`src/rtl/inst_fetch_unit_if.sv`:
```
// inst_fetch_unit_if: instruction-memory read bus (address out, word back same cycle)
//   imem_addr  : byte address from the fetch unit (word = addr[ADDR_W-1:2])
//   imem_instr : instruction word returned combinationally by imem
interface inst_fetch_unit_if #(
  parameter int ADDR_W  = 8,
  parameter int INSTR_W = 32
);
  logic [ADDR_W-1:0]  imem_addr;
  logic [INSTR_W-1:0] imem_instr;
  modport master (output imem_addr, input imem_instr);
  modport slave  (input imem_addr, output imem_instr);
endinterface

```
`src/rtl/inst_fetch_unit.sv`:
```
// inst_fetch_unit: fetch stage owning the PC and the IF/ID pipeline register
//   clk, rst_n       : clock, async active-low reset
//   imem             : instruction-memory bus (master side)
//   stall_i          : hold PC and IF/ID
//   redirect_i       : taken branch/jump, flush IF/ID and jump to redirect_pc_i
//   redirect_pc_i    : redirect target (low two bits ignored)
//   if_id_*_o        : registered valid, instruction, PC and PC+4
//   halted_o         : fetch stopped after running past LAST_PC
module inst_fetch_unit #(
  parameter int                  ADDR_W   = 8,
  parameter int                  INSTR_W  = 32,
  parameter logic [ADDR_W-1:0]   RESET_PC = 8'h00,
  parameter logic [ADDR_W-1:0]   LAST_PC  = 8'h4C,
  parameter logic [INSTR_W-1:0]  NOP      = 32'h00000013
) (
  input  logic                clk,
  input  logic                rst_n,
  inst_fetch_unit_if.master   imem,
  input  logic                stall_i,
  input  logic                redirect_i,
  input  logic [ADDR_W-1:0]   redirect_pc_i,
  output logic                if_id_valid_o,
  output logic [INSTR_W-1:0]  if_id_instr_o,
  output logic [ADDR_W-1:0]   if_id_pc_o,
  output logic [ADDR_W-1:0]   if_id_pc4_o,
  output logic                halted_o
);
  typedef enum logic {RUN, HALT} state_t;
  state_t              state_q, state_d;
  logic [ADDR_W-1:0]   pc_q, pc_d, if_pc_q, if_pc_d, if_pc4_q, if_pc4_d;
  logic [INSTR_W-1:0]  instr_q, instr_d;
  logic                valid_q, valid_d;
  logic [ADDR_W-1:0]   tgt, pc4;
  logic                run, adv, to_halt, bubble;
  // masking rather than slicing keeps every bit of the target port in use
  assign tgt     = redirect_pc_i & ~ADDR_W'(3);
  assign pc4     = pc_q + ADDR_W'(4);
  assign run     = state_q == RUN;
  // running off the end of the program wins over a stall
  assign to_halt = run && !redirect_i && pc_q > LAST_PC;
  assign adv     = run && !redirect_i && !stall_i && !to_halt;
  assign bubble  = redirect_i || to_halt;
  always_comb begin
    state_d  = redirect_i ? ((!run && tgt > LAST_PC) ? HALT : RUN) : to_halt ? HALT : state_q;
    pc_d     = redirect_i ? tgt : adv ? pc4 : pc_q;
    valid_d  = adv ? 1'b1 : bubble ? 1'b0 : valid_q;
    instr_d  = adv ? imem.imem_instr : bubble ? NOP : instr_q;
    if_pc_d  = adv ? pc_q : if_pc_q;
    if_pc4_d = adv ? pc4 : if_pc4_q;
  end
  always_ff @(posedge clk or negedge rst_n) begin
    if (!rst_n) begin
      state_q  <= RUN;
      pc_q     <= RESET_PC;
      valid_q  <= 1'b0;
      instr_q  <= NOP;
      if_pc_q  <= '0;
      if_pc4_q <= '0;
    end else begin
      state_q  <= state_d;
      pc_q     <= pc_d;
      valid_q  <= valid_d;
      instr_q  <= instr_d;
      if_pc_q  <= if_pc_d;
      if_pc4_q <= if_pc4_d;
    end
  end
  assign imem.imem_addr = pc_q;
  assign if_id_valid_o  = valid_q;
  assign if_id_instr_o  = instr_q;
  assign if_id_pc_o     = if_pc_q;
  assign if_id_pc4_o    = if_pc4_q;
  assign halted_o       = state_q == HALT;
endmodule

```
`src/flat_wrapper.sv`:
```
// flat-port wrapper written by rule: the top's interface ports become plain ports
module inst_fetch_unit_flat 
#(
  parameter int                  ADDR_W   = 8,
  parameter int                  INSTR_W  = 32,
  parameter logic [ADDR_W-1:0]   RESET_PC = 8'h00,
  parameter logic [ADDR_W-1:0]   LAST_PC  = 8'h4C,
  parameter logic [INSTR_W-1:0]  NOP      = 32'h00000013
)
  (clk, rst_n, stall_i, redirect_i, redirect_pc_i, if_id_valid_o, if_id_instr_o, if_id_pc_o, if_id_pc4_o, halted_o, imem_imem_addr, imem_imem_instr);
  inst_fetch_unit_if #(.ADDR_W(ADDR_W), .INSTR_W(INSTR_W)) imem_i ();
  input  logic clk;
  input  logic rst_n;
  input  logic stall_i;
  input  logic redirect_i;
  input  logic [ADDR_W-1:0] redirect_pc_i;
  output logic if_id_valid_o;
  output logic [INSTR_W-1:0] if_id_instr_o;
  output logic [ADDR_W-1:0] if_id_pc_o;
  output logic [ADDR_W-1:0] if_id_pc4_o;
  output logic halted_o;
  output wire logic [$bits(imem_i.imem_addr)-1:0] imem_imem_addr;
  input wire logic [$bits(imem_i.imem_instr)-1:0] imem_imem_instr;
  assign imem_imem_addr = imem_i.imem_addr;
  assign imem_i.imem_instr = imem_imem_instr;
  inst_fetch_unit #(.ADDR_W(ADDR_W), .INSTR_W(INSTR_W), .RESET_PC(RESET_PC), .LAST_PC(LAST_PC), .NOP(NOP)) u_core (.clk(clk), .rst_n(rst_n), .imem(imem_i), .stall_i(stall_i), .redirect_i(redirect_i), .redirect_pc_i(redirect_pc_i), .if_id_valid_o(if_id_valid_o), .if_id_instr_o(if_id_instr_o), .if_id_pc_o(if_id_pc_o), .if_id_pc4_o(if_id_pc4_o), .halted_o(halted_o));
endmodule
```
`config.mk`:
```
export PLATFORM = sky130hd
export DESIGN_NAME = inst_fetch_unit_flat
export DESIGN_NICKNAME = d
export VERILOG_FILES = /design/src/rtl/inst_fetch_unit_if.sv /design/src/rtl/inst_fetch_unit.sv /design/src/flat_wrapper.sv
export SDC_FILE = /design/constraint.sdc
export NUM_CORES = 1
export LEC_CHECK = 0
export ABC_AREA = 1
export BUFFER_PORTS_ARGS = -buffer_cell sky130_fd_sc_hd__clkbuf_2
export CELL_PAD_IN_SITES_DETAIL_PLACEMENT = 0
export CELL_PAD_IN_SITES_GLOBAL_PLACEMENT = 1
export CORE_MARGIN = 10
export CORE_UTILIZATION = 30
export CTS_CLUSTER_SIZE = 28
export DETAILED_ROUTE_END_ITERATION = 16
export PLACE_DENSITY_LB_ADDON = 0.05
export REMOVE_ABC_BUFFERS = 1
export SYNTH_ARGS = -nofsm -noshare
export SYNTH_HDL_FRONTEND = slang
export SYNTH_SLANG_ARGS = --single-unit
```
`constraint.sdc`:
```
create_clock -name clk -period 1.2 [get_ports clk]
set_input_delay 0.12 -clock clk [delete_from_list [all_inputs] [get_ports clk]]
set_output_delay 0.12 -clock clk [all_outputs]
set_load 0.01 [all_outputs]
```
==> Word-level counts from Yosys, hierarchy flattened <==
Index checks and enable logic that the tools add are counted.
{ "word_totals": {"regBits": 58, "inputBits": 44, "output_inout_bits": 58, "word_cells": 31} }
{ "op_classes": {"add_sub_neg": 1, "magnitude_cmp": 2, "muxes": 9, "bitwise_logic": 1, "reduce_logical": 12} }
{ "ops": {"columns": ["operator", "count"], "rows": [
  ["32-bit two-way mux", 2],
  ["8-bit by 7-bit greater-than comparator with 1-bit output (second input constant)", 2],
  ["8-bit two-way mux", 2],
  ["8-bit by 3-bit adder with 8-bit output (second input constant)", 1],
  ["2-bit nonzero test", 3],
  ["1-bit logical AND", 5],
  ["1-bit two-way mux", 5],
  ["1-bit zero test", 3],
  ["1-bit logical OR", 1],
  ["1-bit NOT", 1]
]} }

==> Logic depth before layout (Yosys ltp) <==
{ "depth": {"word_depth": 7, "ltp_mapped": 8, "ltp_nobuf": 7} }

==> Worst setup path before layout <==
OpenSTA, ideal clock, no wires.
{ "synth_path": {"kind": "reg2reg", "from": "register u_core.pc_q[4], in the netlist u_core.imem.imem_addr[4]", "to": "register u_core.if_pc4_q[5], in the netlist u_core.if_id_pc4_o[5]", "setup_time_ns": 0.117, "arrival_ns": 1.148, "required_ns": 1.083, "path_slack_ns": -0.064, "path_stages_with_launch": 9, "cell_sequence": "dfrtp_1 > buf_2 > nand2_1 > inv_1 > nor2_1 > nand2_2 > buf_6 > nand2_1 > nand2_1"} }
{ "synth_via": {"elab_chain_cells": 4} }
{ "synth_rtl": {"columns": ["element", "line", "rtl"], "rows": [
  ["start: declaration", "inst_fetch_unit.sv:30", "logic [ADDR_W-1:0] pc_q, pc_d, if_pc_q, if_pc_d, if_pc4_q, if_pc4_d;"],
  ["start signal: assignment", "inst_fetch_unit.sv:61", "pc_q <= pc_d;"],
  ["8-bit by 7-bit greater-than comparator with 1-bit output", "inst_fetch_unit.sv:40", "assign to_halt = run && !redirect_i && pc_q > LAST_PC;"],
  ["1-bit logical AND", "inst_fetch_unit.sv:40", null],
  ["1-bit zero test", "inst_fetch_unit.sv:41", "assign adv = run && !redirect_i && !stall_i && !to_halt;"],
  ["1-bit logical AND", "inst_fetch_unit.sv:41", null],
  ["end signal: assignment", "inst_fetch_unit.sv:65", "if_pc4_q <= if_pc4_d;"],
  ["end: declaration", "inst_fetch_unit.sv:30", null]
]} }
Several ways; a longest one is shown, not always the timed one.
A chain may end at the register's enable or synchronous reset.

==> Final worst setup path <==
{ "layout_path": {"from": "register u_core.state_q, in the netlist u_core.halted_o", "to": "register u_core.if_pc_q[2], in the netlist u_core.if_id_pc_o[2]"} }
{ "layout_via": {"elab_chain_cells": 5} }
{ "layout_rtl": {"columns": ["element", "line", "rtl"], "rows": [
  ["start: declaration", "inst_fetch_unit.sv:29", "state_t state_q, state_d;"],
  ["start signal: assignment", "inst_fetch_unit.sv:60", "state_q <= state_d;"],
  ["1-bit NOT *", "inst_fetch_unit.sv:38", "assign run = state_q == RUN;"],
  ["1-bit logical AND *", "inst_fetch_unit.sv:40, inst_fetch_unit.sv:41", null],
  ["1-bit logical AND", "inst_fetch_unit.sv:40", null],
  ["1-bit zero test", "inst_fetch_unit.sv:41", null],
  ["1-bit logical AND *", "inst_fetch_unit.sv:41", null],
  ["end signal: assignment", "inst_fetch_unit.sv:64", "if_pc_q <= if_pc_d;"],
  ["end: declaration", "inst_fetch_unit.sv:30", null]
]} }
Mark *: on every way between the ends. The rest lies on a longest branch, timed or not.

==> metrics <==
status=complete, but fails checks; failing checks=setup timing; met1 Usage GRT=between 10 and 15%; Top FF cell, synth=dfrtp_1; synthesized area=approximately 2400 um2; Hold Fails Final Rpt=0; critical path arrival=1490 ps; layout cells sized above 1=a little under two fifths; top post-synthesis cells by area=dfrtp_1 (52%), nand2_1 (19%), nand4_1 (9.2%), buf_4 (3.8%), dfstp_2 (3.3%); Worst Path Buf+Inv=2; Slew Limit Fails=0; CP Class=reg2reg; Setup Viol. Count Final=11; DR WL/cell=about 14 um; pre-CTS WS=-60.28 ps; I/O pin cnt=roughly 100; P&R area growth vs syn=46.13%; CTS H-tree lvls=2; Worst setup EP type=flop; RSZ-0062 raised after global routing=true; vias in the first global route=about 2200; crit-path max cell delay=about 450 ps; commonest non-fill, non-tap cells in the layout=nand2_1 (113), clkbuf_2 (93), dfrtp_1 (48); max frequency=roughly 800 MHz; drt first-iter violations=92; cell taking the most area after synthesis=dfrtp_1; placed wire-length estimate=approximately 5000 um; synthesized instance count=between 200 and 300; Max-Cap Viols=0; Routed WL=about 7200 um; EDFF count, synth=0; grt peak-use layer=met2; ys async rst share=100.0%; Critical Path Fanout Max=5; largest net degree at the start of global routing=53; total CTS buffers=5; initial antenna violation count=0; crit share post-route=103.5%; DIE AREA=11870 um2; top cell type's share of synthesized area=about half; critical path launch point type=flop; Starting Density=between 30% and 40%; CTS tree=yes; Residual DRC=0; P_leak=about 0.0020 uW; CP top delay family=flip-flops; Core Rows=32; Final GP Congestion=0.7505; post-route setup slack=-42.47 ps; crit path cell chain=nor2_8 -> nand2_8 -> nor2_8 -> buf_4 -> clkbuf_16 -> o21a_1; register area share after synthesis=54.98%; most frequent CP cell=nor2_8; total track usage=a little under an eighth; #FFs+latches synth=52; clk sinks=52; root buf cell=clkbuf_8; CP required=approximately 1500 ps; clock slew at reported path FFs=around 100 ps; syn avg cell area=slightly below 9 um2; Netlist cell types=21; commonest non-fill, non-tap cell in the layout=nand2_1; ant diodes=0; chip height=109.0 um; met2 GRT Util=about a fifth; Hold WS=between 10 and 15 ps; antenna violation net count after detailed routing=0; fin crit period=1242 ps; min-delay worst type=in2reg; Power Dens Cells=between 1000 and 1500 nW/um2; yosys warns=0; post-DR vias/cell=around 4.4; post-layout util=approximately 45%; peak supply drop=between 0.0005 and 0.0006 V; Die W=between 100 and 150 um; GRT overflow=0; Fin Clk Skew=6.655 ps; placed cells=~470; global-route wire length before repair=about 11000 um; Final #Nets=442; Slowest cell on crit path=dfrtp_2; Tot Pwr=4162 uW; CTS max path bufs=2; Pre-antenna DRT Iters=4; final cell count without fillers=500; Core ar.=slightly below 8000 um2; port bufs=93; M3 GR Usage=4.838%; Vias=about 2200; Clock Latency Late Sink=roughly 310 ps
[synth_stat cells (2+ instances only)]
| cell | count |
|---|---|
| o21ai_0 | 3 |
| dfrtp_1 | 49 |
| o21ai_1 | 2 |
| buf_2 | 8 |
| nor2_1 | 5 |
| buf_4 | 12 |
| dfstp_2 | 3 |
| nand2_2 | 2 |
| nand4_1 | 35 |
| nand3_1 | 7 |
| buf_6 | 3 |
| nor2_8 | 2 |
| nand2_1 | 119 |
| inv_1 | 13 |
[layout make-up]
type                       count  area, um2
multi-input combinational    187      933.4
tap                          102      127.6
clock inverter                 2      16.27
sequential                    52       1306
timing repair buffer         138      963.4
clock buffer                   6      72.57
inverter                      13      48.80
fill                         829       4259
[worst paths after layout]
check	start	end	slack [ps]	cells past startpoint
setup / recovery	u_core.halted_o	u_core.if_id_pc_o[2]	-40	6
hold / removal	imem_imem_instr[29]	u_core.if_id_instr_o[29]	10	3
setup reg to reg	u_core.halted_o	u_core.if_id_pc_o[2]	-40	6
hold reg to reg	u_core.if_id_pc_o[4]	u_core.if_id_pc_o[4]	480	2
max in group asynchronous	rst_n	u_core.if_id_instr_o[1]	570	3
min in group asynchronous	rst_n	u_core.if_id_instr_o[26]	350	3
[cell families (layout without fill, tap and decap cells)]
group | count (synthesis) | in the layout | share of synthesized area [%]
buffers and inverters | 36 | 159 | 8.962
DFF | 52 | 52 | 54.98
AOI/OAI and AO/OA | 7 | 7 | 1.581
and+or+nand+nor | 172 | 172 | 33.42
other | 1 | 6 | 0.1580
adders and majority gates | 1 | 1 | 0.5271
xor gates and xnor gates | 1 | 1 | 0.3691
[worst register-to-register path, stage by stage (launching register included)]
cell       delay (ps)
dfrtp_2           450
nor2_8            120
nand2_8            80
nor2_8            160
buf_4             150
clkbuf_16         130
o21a_1            100
[timing repair]
| action | in CTS | in global routing |
|---|---|---|
| hold endpoints to repair | 61 | 1 |
| hold buffers | 13 | 1 |
| gates cloned | 0 | 2 |
| buffers inserted | 1 | 3 |
| resized for setup | 14 | 8 |
| pin swaps | 2 | 2 |
| setup endpoints to repair | 47 | 51 |
[where the power goes]
group | leakage, uW | internal [uW] | switching [uW]
Combinational | 0.00130 | 470 | 581
Sequential | 0.000685 | 1960 | 117
Clock | 0.0000414 | 417 | 612
[stage by stage]
stage / TNS (ps) / area [um2]
after floorplan: -9537 / 2228
after global placement: -484.2 / 3084
after detailed placement: -658.0 / 3084
after CTS: -416.1 / 3362
after global routing: -2848 / 3468
final: -279.3 / 3468
[metal layers]
metal  vias up  share of wire [%]  wire, um
li1       1120                  -         -
met1      1002                 43      3081
met2        59                 47      3412
met3         5                9.1       656
met4         0               0.80        58
met5         -                  0         0
[registers in the layout, indices dropped and copies added, names as in the netlist]
signal                 count
u_core.if_id_pc_o          6
u_core.if_id_pc4_o         6
u_core.if_id_instr_o      32
u_core.if_id_valid_o       1
u_core.imem.imem_addr      6
u_core.halted_o            1
No activity file was read; power rests on OpenSTA's default activity.
